## config.mk

```make
export PLATFORM = sky130hd
export DESIGN_NAME = minterm_sweeper
export DESIGN_NICKNAME = d
export VERILOG_FILES = /design/src/rtl/sweep_pkg.sv /design/src/rtl/sweep_capture.sv /design/src/rtl/minterm_sweeper.sv
export SDC_FILE = /design/constraint.sdc
export NUM_CORES = 1
export LEC_CHECK = 0
export BUFFER_PORTS_ARGS = -buffer_cell sky130_fd_sc_hd__buf_2
export CAP_MARGIN = 40
export CORE_MARGIN = 10
export CORE_UTILIZATION = 45
export DETAILED_ROUTE_END_ITERATION = 16
export GPL_TIMING_DRIVEN = 0
export MAX_ROUTING_LAYER = met4
export PLACE_DENSITY_LB_ADDON = 0.12
export SYNTH_ARGS = -nofsm -noshare
export SYNTH_HDL_FRONTEND = slang
export SYNTH_SLANG_ARGS = --single-unit
```

## constraint.sdc

```tcl
create_clock -name i_clk -period 2.2 [get_ports i_clk]
set_input_delay 0.44 -clock i_clk [delete_from_list [all_inputs] [get_ports i_clk]]
set_output_delay 0.44 -clock i_clk [all_outputs]
set_load 0.02 [all_outputs]
```

## src/rtl/sweep_pkg.sv

```systemverilog
// sweep_pkg: shared types and constants for the minterm sweeper.
// Holds the FSM state encoding, the default geometry (inputs, outputs,
// settle time) and the golden minterm masks of Out_1/Out_2/Out_3.
package sweep_pkg;

  typedef enum logic [1:0] {
    S_IDLE   = 2'd0,
    S_WAIT   = 2'd1,
    S_SAMPLE = 2'd2,
    S_DONE   = 2'd3
  } state_t;

  localparam int DEF_N_IN   = 4;
  localparam int DEF_N_OUT  = 3;
  localparam int DEF_SETTLE = 1;

  // settle counter width, enough for SETTLE up to 15
  localparam int CNT_W = 4;

  localparam logic [15:0] MASK_OUT1 = 16'h2202;
  localparam logic [15:0] MASK_OUT2 = 16'hE0E6;
  localparam logic [15:0] MASK_OUT3 = 16'hAC8C;

endpackage

```

## src/rtl/sweep_capture.sv

```systemverilog
// sweep_capture: N_OUT x 2^N_IN minterm mask bank.
// Cleared on reset or sweep acceptance, one bit per output written per
// sample, read through a mask_sel mux (out-of-range selects read 0).
// Optional comparator enabled by MINTERM_SWEEPER_CHECK_EN.
module sweep_capture
  import sweep_pkg::*;
#(
  parameter int N_IN  = DEF_N_IN,
  parameter int N_OUT = DEF_N_OUT
) (
  input  logic                         i_clk,
  input  logic                         i_rst,
  input  logic                         i_clr,
  input  logic                         i_wr,
  input  logic                         i_cmp,
  input  logic [N_IN-1:0]              i_idx,
  input  logic [N_OUT-1:0]             i_resp,
  input  logic [1:0]                   i_sel,
  input  logic [N_OUT*(1<<N_IN)-1:0]   i_exp_mask,
  output logic [(1<<N_IN)-1:0]         o_mask,
  output logic [N_OUT-1:0]             o_mismatch
);

  localparam int MASK_W = 1 << N_IN;

  logic [N_OUT-1:0][MASK_W-1:0] r_mask;

  // clear on reset/accept, otherwise capture one minterm bit per output
  always_ff @(posedge i_clk) begin
    if (i_rst || i_clr) begin
      r_mask <= '0;
    end else if (i_wr) begin
      for (int j = 0; j < N_OUT; j++) begin
        r_mask[j][i_idx] <= i_resp[j];
      end
    end
  end

  // combinational read port, unused selects return zero
  always_comb begin
    o_mask = '0;
    if (int'(i_sel) < N_OUT) begin
      o_mask = r_mask[i_sel];
    end
  end

`ifdef MINTERM_SWEEPER_CHECK_EN
  logic [N_OUT-1:0]             r_mismatch;
  logic [N_OUT-1:0][MASK_W-1:0] w_mask_fin;

  // the compare fires on the final sample edge, so fold in that last bit
  always_comb begin
    w_mask_fin = r_mask;
    for (int j = 0; j < N_OUT; j++) begin
      w_mask_fin[j][i_idx] = i_resp[j];
    end
  end

  // latch per-output compare result when the sweep enters DONE
  always_ff @(posedge i_clk) begin
    if (i_rst || i_clr) begin
      r_mismatch <= '0;
    end else if (i_cmp) begin
      for (int j = 0; j < N_OUT; j++) begin
        r_mismatch[j] <= (w_mask_fin[j] != i_exp_mask[j*MASK_W +: MASK_W]);
      end
    end
  end

  assign o_mismatch = r_mismatch;
`else
  logic w_unused_cfg;

  assign w_unused_cfg = ^{i_exp_mask, i_cmp};
  assign o_mismatch   = '0;
`endif

endmodule

```

## src/rtl/minterm_sweeper.sv

```systemverilog
// minterm_sweeper: self-timed truth-table sweep of a small combinational
// circuit. Drives stim = 0..2^N_IN-1 (A is the MSB), holds each value for
// SETTLE cycles and captures every circuit output into a minterm mask.
// Optional expected-mask comparator: define MINTERM_SWEEPER_CHECK_EN.
//
//   state    | meaning
//   S_IDLE   | waiting for start, masks hold last sweep
//   S_WAIT   | stim applied, settle counter running
//   S_SAMPLE | capture resp into masks, advance or finish
//   S_DONE   | one-cycle done pulse, back to idle
module minterm_sweeper
  import sweep_pkg::*;
#(
  parameter int N_IN   = DEF_N_IN,
  parameter int N_OUT  = DEF_N_OUT,
  parameter int SETTLE = DEF_SETTLE
) (
  input  logic                         i_clk,
  input  logic                         i_rst,
  input  logic                         i_start,
  output logic [N_IN-1:0]              o_stim,
  input  logic [N_OUT-1:0]             i_resp,
  output logic                         o_busy,
  output logic                         o_done,
  input  logic [1:0]                   i_mask_sel,
  output logic [(1<<N_IN)-1:0]         o_mask,
  input  logic [N_OUT*(1<<N_IN)-1:0]   i_exp_mask,
  output logic [N_OUT-1:0]             o_mismatch
);

  // WAIT lasts SETTLE cycles: load SETTLE-1 and leave on terminal count 0
  localparam logic [CNT_W-1:0] CNT_LOAD = CNT_W'((SETTLE > 0) ? SETTLE - 1 : 0);

  state_t           r_state, w_state_nxt;
  logic [N_IN-1:0]  r_idx, w_idx_nxt;
  logic [CNT_W-1:0] r_cnt, w_cnt_nxt;
  logic             w_clr, w_wr, w_cmp;

  // state, index and settle-counter registers
  always_ff @(posedge i_clk) begin
    if (i_rst) begin
      r_state <= S_IDLE;
      r_idx   <= '0;
      r_cnt   <= '0;
    end else begin
      r_state <= w_state_nxt;
      r_idx   <= w_idx_nxt;
      r_cnt   <= w_cnt_nxt;
    end
  end

  // next-state logic and capture strobes
  always_comb begin
    w_state_nxt = r_state;
    w_idx_nxt   = r_idx;
    w_cnt_nxt   = r_cnt;
    w_clr       = 1'b0;
    w_wr        = 1'b0;
    w_cmp       = 1'b0;
    case (r_state)
      S_IDLE: begin
        if (i_start) begin
          w_clr     = 1'b1;
          w_idx_nxt = '0;
          w_cnt_nxt = CNT_LOAD;
          w_state_nxt = (SETTLE > 0) ? S_WAIT : S_SAMPLE;
        end
      end
      S_WAIT: begin
        if (r_cnt == '0) begin
          w_state_nxt = S_SAMPLE;
        end else begin
          w_cnt_nxt = r_cnt - 1'b1;
        end
      end
      S_SAMPLE: begin
        w_wr = 1'b1;
        if (&r_idx) begin
          w_cmp       = 1'b1;
          w_state_nxt = S_DONE;
        end else begin
          w_idx_nxt   = r_idx + 1'b1;
          w_cnt_nxt   = CNT_LOAD;
          w_state_nxt = (SETTLE > 0) ? S_WAIT : S_SAMPLE;
        end
      end
      S_DONE: begin
        w_state_nxt = S_IDLE;
      end
      default: begin
        w_state_nxt = S_IDLE;
      end
    endcase
  end

  assign o_stim = r_idx;
  assign o_busy = (r_state == S_WAIT) || (r_state == S_SAMPLE);
  assign o_done = (r_state == S_DONE);

  sweep_capture #(
    .N_IN  (N_IN),
    .N_OUT (N_OUT)
  ) u_capture (
    .i_clk      (i_clk),
    .i_rst      (i_rst),
    .i_clr      (w_clr),
    .i_wr       (w_wr),
    .i_cmp      (w_cmp),
    .i_idx      (r_idx),
    .i_resp     (i_resp),
    .i_sel      (i_mask_sel),
    .i_exp_mask (i_exp_mask),
    .o_mask     (o_mask),
    .o_mismatch (o_mismatch)
  );

endmodule

```

After elaboration in Yosys (flattened, before gate mapping)
Index checks and enable logic that the tools add are counted.
{"block": "op_classes", "n_addsub": 2, "mul": 0, "div_mod_pow": 0, "muxes": 21, "eq_ne": 7, "shifts": 0, "reduce_logical": 11, "order_cmp": 4, "n_bitwise": 0}
{"op": "$bwmux 16", "count": 3}
{"op": "$bmux 16 s2", "count": 1}
{"op": "$mux 16", "count": 2}
{"op": "$mux 4", "count": 4}
{"op": "$pmux 4 s3", "count": 1}
{"op": "$ne 2x2->1 const B", "count": 4}
{"op": "$pmux 2 s4", "count": 1}
{"op": "$pmux 4 s2", "count": 1}
{"op": "$reduce_and 4->1", "count": 2}
{"op": "$mux 2", "count": 3}
{"op": "$lt 4x5->1 const B", "count": 1}
{"op": "$add 4x1->4 const B", "count": 1}
{"op": "$demux 1 s4", "count": 1}
{"op": "$eq 2x2->1 const B", "count": 2}
{"op": "$ge 4x1->1 const B", "count": 1}
{"op": "$logic_not 4->1", "count": 1}
{"op": "$mux 1", "count": 4}
{"op": "$sub 4x1->4 const B", "count": 1}
{"op": "$lt 2x3->1 const B", "count": 1}
{"op": "$reduce_and 3->1", "count": 1}
{"op": "$reduce_bool 3->1", "count": 1}
{"op": "$eq 2x1->1 const B", "count": 1}
{"op": "$logic_not 2->1", "count": 1}
{"op": "$logic_or 1x1->1", "count": 2}
{"op": "4 further kinds", "count": 4}
{"block": "totals", "out_inout_bits": 25, "input_bits": 56, "ramBits": 0, "n_memories": 0, "latch_bits": 0, "reg_bits": 58, "romBits": 0}

Logic depth before layout (Yosys ltp)
Gate-level depths: netlist of run 1.
{"block": "depth", "word_depth": 5, "depth_mapped": 7}

By module
From an unflattened synthesis of run 1, not the netlist that was laid out.
{"block": "hier_totals", "cells_unflattened": 314, "hier_area_um2": 2837.7}
{"module": "sweep_capture", "cells_each": 238, "area_each_um2": 2187.1, "seq_area_each_um2": 960.9, "instances": 1}
{"module": "minterm_sweeper", "cells_each": 76, "area_each_um2": 650.6, "seq_area_each_um2": 200.2, "instances": 1}

Least setup slack after synthesis of run 1
No wires, ideal clock.
{"block": "synth_timing", "kind": "input to output", "startpoint": "input i_mask_sel[1]", "endpoint": "output o_mask[10]", "cell_stages": 6, "n_path_buf": 3, "arrival_ns": 1.508, "required_time_ns": 1.760, "path_slack_ns": 0.252, "path_cell_list": "buf_2 nor2b_1 clkbuf_1 clkbuf_1 nand2_1 o21ai_0"}
{"block": "synth_between", "elab_chain_len": 3}
{"element": "start, declared", "line": "minterm_sweeper.sv:25", "text": "input logic [1:0] i_mask_sel,"}
{"element": "$bmux 16 s2", "line": "sweep_capture.sv:43", "text": "o_mask = r_mask[i_sel];"}
{"element": "$mux 16 (not written as such)", "line": "sweep_capture.sv:43"}
{"element": "$mux 16 *", "line": "sweep_capture.sv:42", "text": "if (int'(i_sel) < N_OUT) begin"}
{"element": "end, declared", "line": "minterm_sweeper.sv:26", "text": "output logic [(1<<N_IN)-1:0] o_mask,"}
Every way passes the cells marked *; elsewhere a longest branch is shown, timed or not. The select of a mux whose other input is x is not followed.

Final worst setup path of run 1
{"block": "layout_timing", "startpoint": "input i_mask_sel[0]", "endpoint": "output o_mask[8]"}
Same word-level chain as after synthesis.

==> impl_metrics.ini, run 1 <==
[placed_design]
gp_congestion = 0.845
portBuffers = 28
dp.cells = 423
hpwl_mm = 4.84
postPlaceCellArea_sq_um = 3140

[clock_network]
cts_buffers = 9
h-tree-depth = 3
hold_buffers = 0
clock_path_buffers = 2
cts_tree = done
post_cts_resized = 1
clock_latency_ns = 0.32
clock_sinks = 58
clk_pin_slew_ns = 0.06
post_cts_buffers = 0
root_buffer = clkbuf_8

[drt]
drt_iter0_markers = 104
firstDrtPassIters = 4
final_antenna_net_count = 0
drc = 0
drt_wl_total_mm = 6.93
via_per_inst = 5.31
vias = 2319
post_drt_wl_per_cell_um = 15.9

[outcome]
outcome = complete, no violations

[floorplanning]
die-area_sq_um = 10100
die_y_um = 100
coreArea_sq_um = 6310
initial_core_util_pct = 45.9
rows = 29
pin_count = 81
die_x_um = 100

[grt]
gr-total-overflow = 0
grt_use_total_pct = 14.9
grt_pass1_vias = 2348
grt_pass1_wl_mm = 11.8
grt_max_degree = 11
antenna_found_initial = 0

[logic_synthesis]
synth_top_area_share_pct = 40.0
synthArstFlopShare_pct = 0
synth_most_common_cell = mux2i_1
avgSynthCellArea_sq_um = 9.18
synth_edf_count = 0
synthTopCellsByArea = dfxtp_1, mux2i_1, nor2_1, ha_1, nand2_1
yosys_register_bits = 58
yosysSeqAreaShare_pct = 40.0
netlist_top_cells_count = mux2i_1, dfxtp_1, nor2_1
synth_top_area_cell = dfxtp_1
yosysUniqueCellTypes = 37
synth_ff_type = dfxtp_1
synth_area_sq_um = 2900
yosys_warnings = 0
syn-instance-count = 316

[sta]
fin_worst_skew_ns = 0.00910
maxSlewViolCount = 0
fmax_mhz = 493
worst_pin_slew_ns = 0.630
whs_ns = 0.457
min_period_ns = 2.03
finalSetupViolCount = 0
timing.final.crit_share_pct = 92.1
slew_headroom_pct = 58.0
fin_setup_tns_ns = 0
rsz0062_at_grt = false
hold_viol = 0

[cells_and_area]
fill_cells = 649
layout-drive-gt1-share_pct = 15.3
instances_no_fill = 437
stdcell_area_sq_um = 3370
area_delta_synth_final_pct = 16.3
diodes = 0
final_nets = 424

[worst_setup_path]
critical_path_required_ns = 1.76
path_cells = buf_2 > nor2b_1 > clkbuf_2 > clkbuf_2 > nand2_1 > o21ai_0 > buf_2
startpoint_type = input pin
arrival_ns = 1.59
crit_buf_inv = 4
critical_path_class = in2out
cp_slowest_cell = clkbuf_2
worstSetupEndpointType = primary output
crit_family = buffers and inverters
slowest_delay_ns = 0.27
path_max_fanout = 10

[flow_run]
drv_cap = 0

[power]
combPwrFrac_pct = 14.8
sw_frac_of_total_pct = 26.3
pwr-share-clk_pct = 43.1
p_int_mw = 1.91
p_seq_share_pct = 42.1
powerDensity_nw_per_um2 = 768
vdd_drop_max_mv = 0.386
p_sw_uw = 681
leakage_nw = 1.53

[hold_path]
min_path_type = reg2reg
## path summary, 6_finish.rpt
check	from	to	slack, ns	depth (start not counted)
setup / recovery	i_mask_sel[0]	o_mask[8]	0.17	7
hold / removal	u_capture.r_mask[15]	u_capture.r_mask[15]	0.46	2
setup reg to reg	r_state[0]	r_cnt[1]	0.23	6
hold reg to reg	u_capture.r_mask[15]	u_capture.r_mask[15]	0.46	2
## cell type report
| cell class | instances | area [sq um] | share of cell area (%) |
|---|---|---|---|
| clock buffers | 12 | 165 | 4.90 |
| multi-input cells | 229 | 1610 | 47.8 |
| clock inverters | 2 | 60.1 | 1.78 |
| flip-flops and latches | 58 | 1160 | 34.4 |
| plain buffers | 25 | 114 | 3.38 |
| inverters | 6 | 22.5 | 0.668 |
| repair buffers | 28 | 140 | 4.16 |
| well taps | 77 | 96.3 | 2.86 |
## logic make-up after synthesis
| kind of cell | after synthesis | synth area share, % |
|---|---|---|
| AND/OR/NAND/NOR | 112 | 20.3 |
| multiplexers | 63 | 21.7 |
| flip-flops | 58 | 40.0 |
| AO/OA/AOI/OAI | 40 | 8.41 |
| buffers and inverters | 31 | 4.62 |
| adder cells (fa/ha/maj) | 11 | 4.75 |
| other | 1 | 0.129 |
## placed cells by master (no fill, tap or decap), types with 2 or more instances in the layout
master	Yosys	final
nor2b_1	6	6
a21oi_1	8	8
inv_1	6	6
nand4b_1	9	9
o41ai_1	6	6
nand4_1	6	6
ha_1	11	11
buf_2	5	33
and4bb_2	2	2
nand2_1	25	25
o21ai_0	18	18
clkbuf_8	0	12
nand3_1	2	2
clkbuf_1	16	14
nand2b_1	6	6
and4bb_1	2	2
nor2_1	45	45
conb_1	1	3
mux2i_1	63	63
nor3_1	2	2
buf_4	3	3
bufinv_16	0	2
clkbuf_2	0	2
dfxtp_1	58	58
## registers in the layout, indices dropped and copies added (netlist names)
name and cells:
o_stim 4, u_capture.r_mask 48, r_cnt 4, r_state 2
## power by group through the flow
stage	registers (mW)	clock network, mW	logic [mW]
6_report	1.09	1.12	0.383
5_1_grt	1.09	1.18	0.433
3_3_place_gp	1.11	0	0.384
3_5_place_dp	1.11	0	0.385
2_1_floorplan	1.11	0	0.275
4_1_cts	1.09	1.14	0.387
## routing by layer
layer | global-route usage [%] | share of wire [%]
met1 | 18.7 | 49
met5 | - | 0
met3 | 3.16 | 4.4
met4 | 5.22 | 0.79
met2 | 23.2 | 46
## stage by stage
stage	util [%]	total power, mW	setup WS [ns]
5_1_grt	53.4	2.70	0.0173
4_1_cts	53.4	2.62	0.0389
6_report	53.4	2.59	0.173
3_3_place_gp	49.8	1.50	-0.108
2_1_floorplan	-	1.38	0.252
3_5_place_dp	49.8	1.50	-0.107
## worst min-delay path: cells and delay by family (launching register included)
family,cells,cell delay [ns]
and+or+nand+nor,1,0.05
DFF,1,0.31
AOI/OAI and AO/OA,1,0.05
Note: power is estimated with default switching activity, not from simulation.
==> inputs of run 2 (changes only) <==
--- a/config.mk
+++ b/config.mk
@@ -5,12 +5,11 @@
 export SDC_FILE = /design/constraint.sdc
 export NUM_CORES = 1
 export LEC_CHECK = 0
-export BUFFER_PORTS_ARGS = -buffer_cell sky130_fd_sc_hd__buf_2
+export BUFFER_PORTS_ARGS = -buffer_cell sky130_fd_sc_hd__clkbuf_2
 export CAP_MARGIN = 40
 export CORE_MARGIN = 10
 export CORE_UTILIZATION = 45
 export DETAILED_ROUTE_END_ITERATION = 16
-export GPL_TIMING_DRIVEN = 0
 export MAX_ROUTING_LAYER = met4
 export PLACE_DENSITY_LB_ADDON = 0.12
 export SYNTH_ARGS = -nofsm -noshare
==> impl_metrics.ini, run 2 (synthesis gave the netlist of run 1 again) <==
[worst_setup_path]
r2r-end = r_cnt[2]
startpoint_type = flop
worstSetupEndpointType = flop
r2r-start = r_state[1]
path_max_fanout = 8
reg2reg_slack_ns = 0.36
critical_path_required_ns = 2.42
path_cells = inv_1 > ha_1 > nor2b_1 > or3_4 > o41ai_1
slowest_delay_ns = 0.43
critical_path_class = reg2reg
arrival_ns = 2.07
reg2reg_depth = 5
cp_slowest_cell = dfxtp_1

[floorplanning]
die-area_sq_um = 10100
die_y_um = 100
pin_count = 81
coreArea_sq_um = 6310
initial_core_util_pct = 45.9
rows = 29
die_x_um = 100

[cells_and_area]
layout-drive-gt1-share_pct = 16.1
diodes = 0
top_register = u_capture.r_mask
area_delta_synth_final_pct = 13.0
final_nets = 409
fin_util_pct = 51.9
largest_reg_flops = 48
layout_commonest_cell = mux2i_1
fill_cells = 630
layout_common_cells = mux2i_1, dfxtp_1, nor2_1, clkbuf_2, nand2_1

[drt]
drc = 0
wl_met1_mm = 3.19
wl_met3_um = 281
drt_wl_total_mm = 6.75
post_drt_wl_per_cell_um = 15.9
firstDrtPassIters = 4
final_antenna_net_count = 0
drt_iter0_markers = 109
via_per_inst = 5.50
vias = 2331
top_layer = met4
dr_wl_met2_mm = 3.22

[hold_path]
min_to = u_capture.r_mask[47]
hold_start = u_capture.r_mask[47]
min_path_type = reg2reg
whs_path_depth = 2

[clock_network]
cts_buffers = 9
clock_latency_ns = 0.33
hold_buffers = 0
root_buffer = clkbuf_8
h-tree-depth = 3
clock_path_buffers = 2
post_cts_resized = 0
post_cts_buffers = 0
clk_pin_slew_ns = 0.07
cts_tree = done
clock_sinks = 58

[sta]
hold_viol = 0
fin_worst_skew_ns = 0.00889
finalSetupViolCount = 0
maxSlewViolCount = 0
timing.final.crit_share_pct = 83.8
rsz0062_at_grt = false
fin_setup_tns_ns = 0
slew_headroom_pct = 54.1
min_period_ns = 1.84
worst_pin_slew_ns = 0.687
fmax_mhz = 543

[grt]
gr-total-overflow = 0
grt_use_total_pct = 14.2
grt_pass1_vias = 2322
antenna_found_initial = 0
grt_max_degree = 49
grt_pass1_wl_mm = 11.3

[flow_run]
drv_cap = 0

[power]
vdd_drop_max_mv = 0.394
leakage_nw = 1.47
power_mw = 2.31
powerDensity_nw_per_um2 = 704

[placed_design]
portBuffers = 29
gp_congestion = 0.793
hpwl_mm = 4.51

[outcome]
outcome = complete, no violations
==> run 2: changes by cell type in the layout (fill, tap and decap cells not counted) <==
cell        delta
buf_1          -1
buf_2         -33
buf_4          +6
bufinv_16      -2
clkbuf_1      -13
clkbuf_2      +27
clkbuf_8       -2
clkinv_2       +3
clkinvlp_4     +2
==> run 2: worst max-delay path by stage <==
stage                        startpoint  slack (ns)    endpoint
after floorplan           i_mask_sel[1]        0.25  o_mask[10]
after global placement    i_mask_sel[1]        0.42  o_mask[11]
after detailed placement     r_state[1]        0.37    r_cnt[2]
after CTS                    r_state[1]        0.35    r_cnt[2]
after global routing         r_state[1]        0.24    r_cnt[2]
final                        r_state[1]        0.36    r_cnt[2]
==> run 2: power by group <==
part / internal, mW / switching, mW
registers: 1.07 / 0.0207
logic: 0.117 / 0.253
clock network: 0.433 / 0.417
total: 1.62 / 0.690
==> run 2: layer usage <==
layer	vias up	GRT usage, %
li1	1157	-
met1	1127	16.9
met2	40	22.4
met3	7	5.01
met4	0	3.91
met5	-	-
==> run 2: layout make-up <==
class                   instances  area (sq um)  share of cell area [%]
flip-flops and latches         58          1160                    35.4
repair buffers                 38           213                    6.49
multi-input cells             229          1610                    49.2
clock buffers                  11           141                    4.31
clock inverters                 5          30.0                   0.916
well taps                      77          96.3                    2.94
inverters                       6          22.5                   0.687
==> run 2: worst max-delay path, delay by kind of cell, from the launching register on <==
family                     cells  cell delay [ns]
buffers and inverters          1             0.13
adders and majority gates      1             0.25
and+or+nand+nor                2             0.61
AOI/OAI and AO/OA              1             0.31
DFF                            1             0.43
==> run 2: stage by stage <==
step | instances | instance area, sq um | hold slack, ns | setup slack (ns)
after floorplan | 318 | 2910 | 0.436 | 0.252
after global placement | 408 | 3110 | 0.444 | 0.418
after detailed placement | 408 | 3110 | 0.448 | 0.371
after CTS | 424 | 3280 | 0.457 | 0.346
after global routing | 424 | 3280 | 0.491 | 0.241
final | 424 | 3280 | 0.455 | 0.357
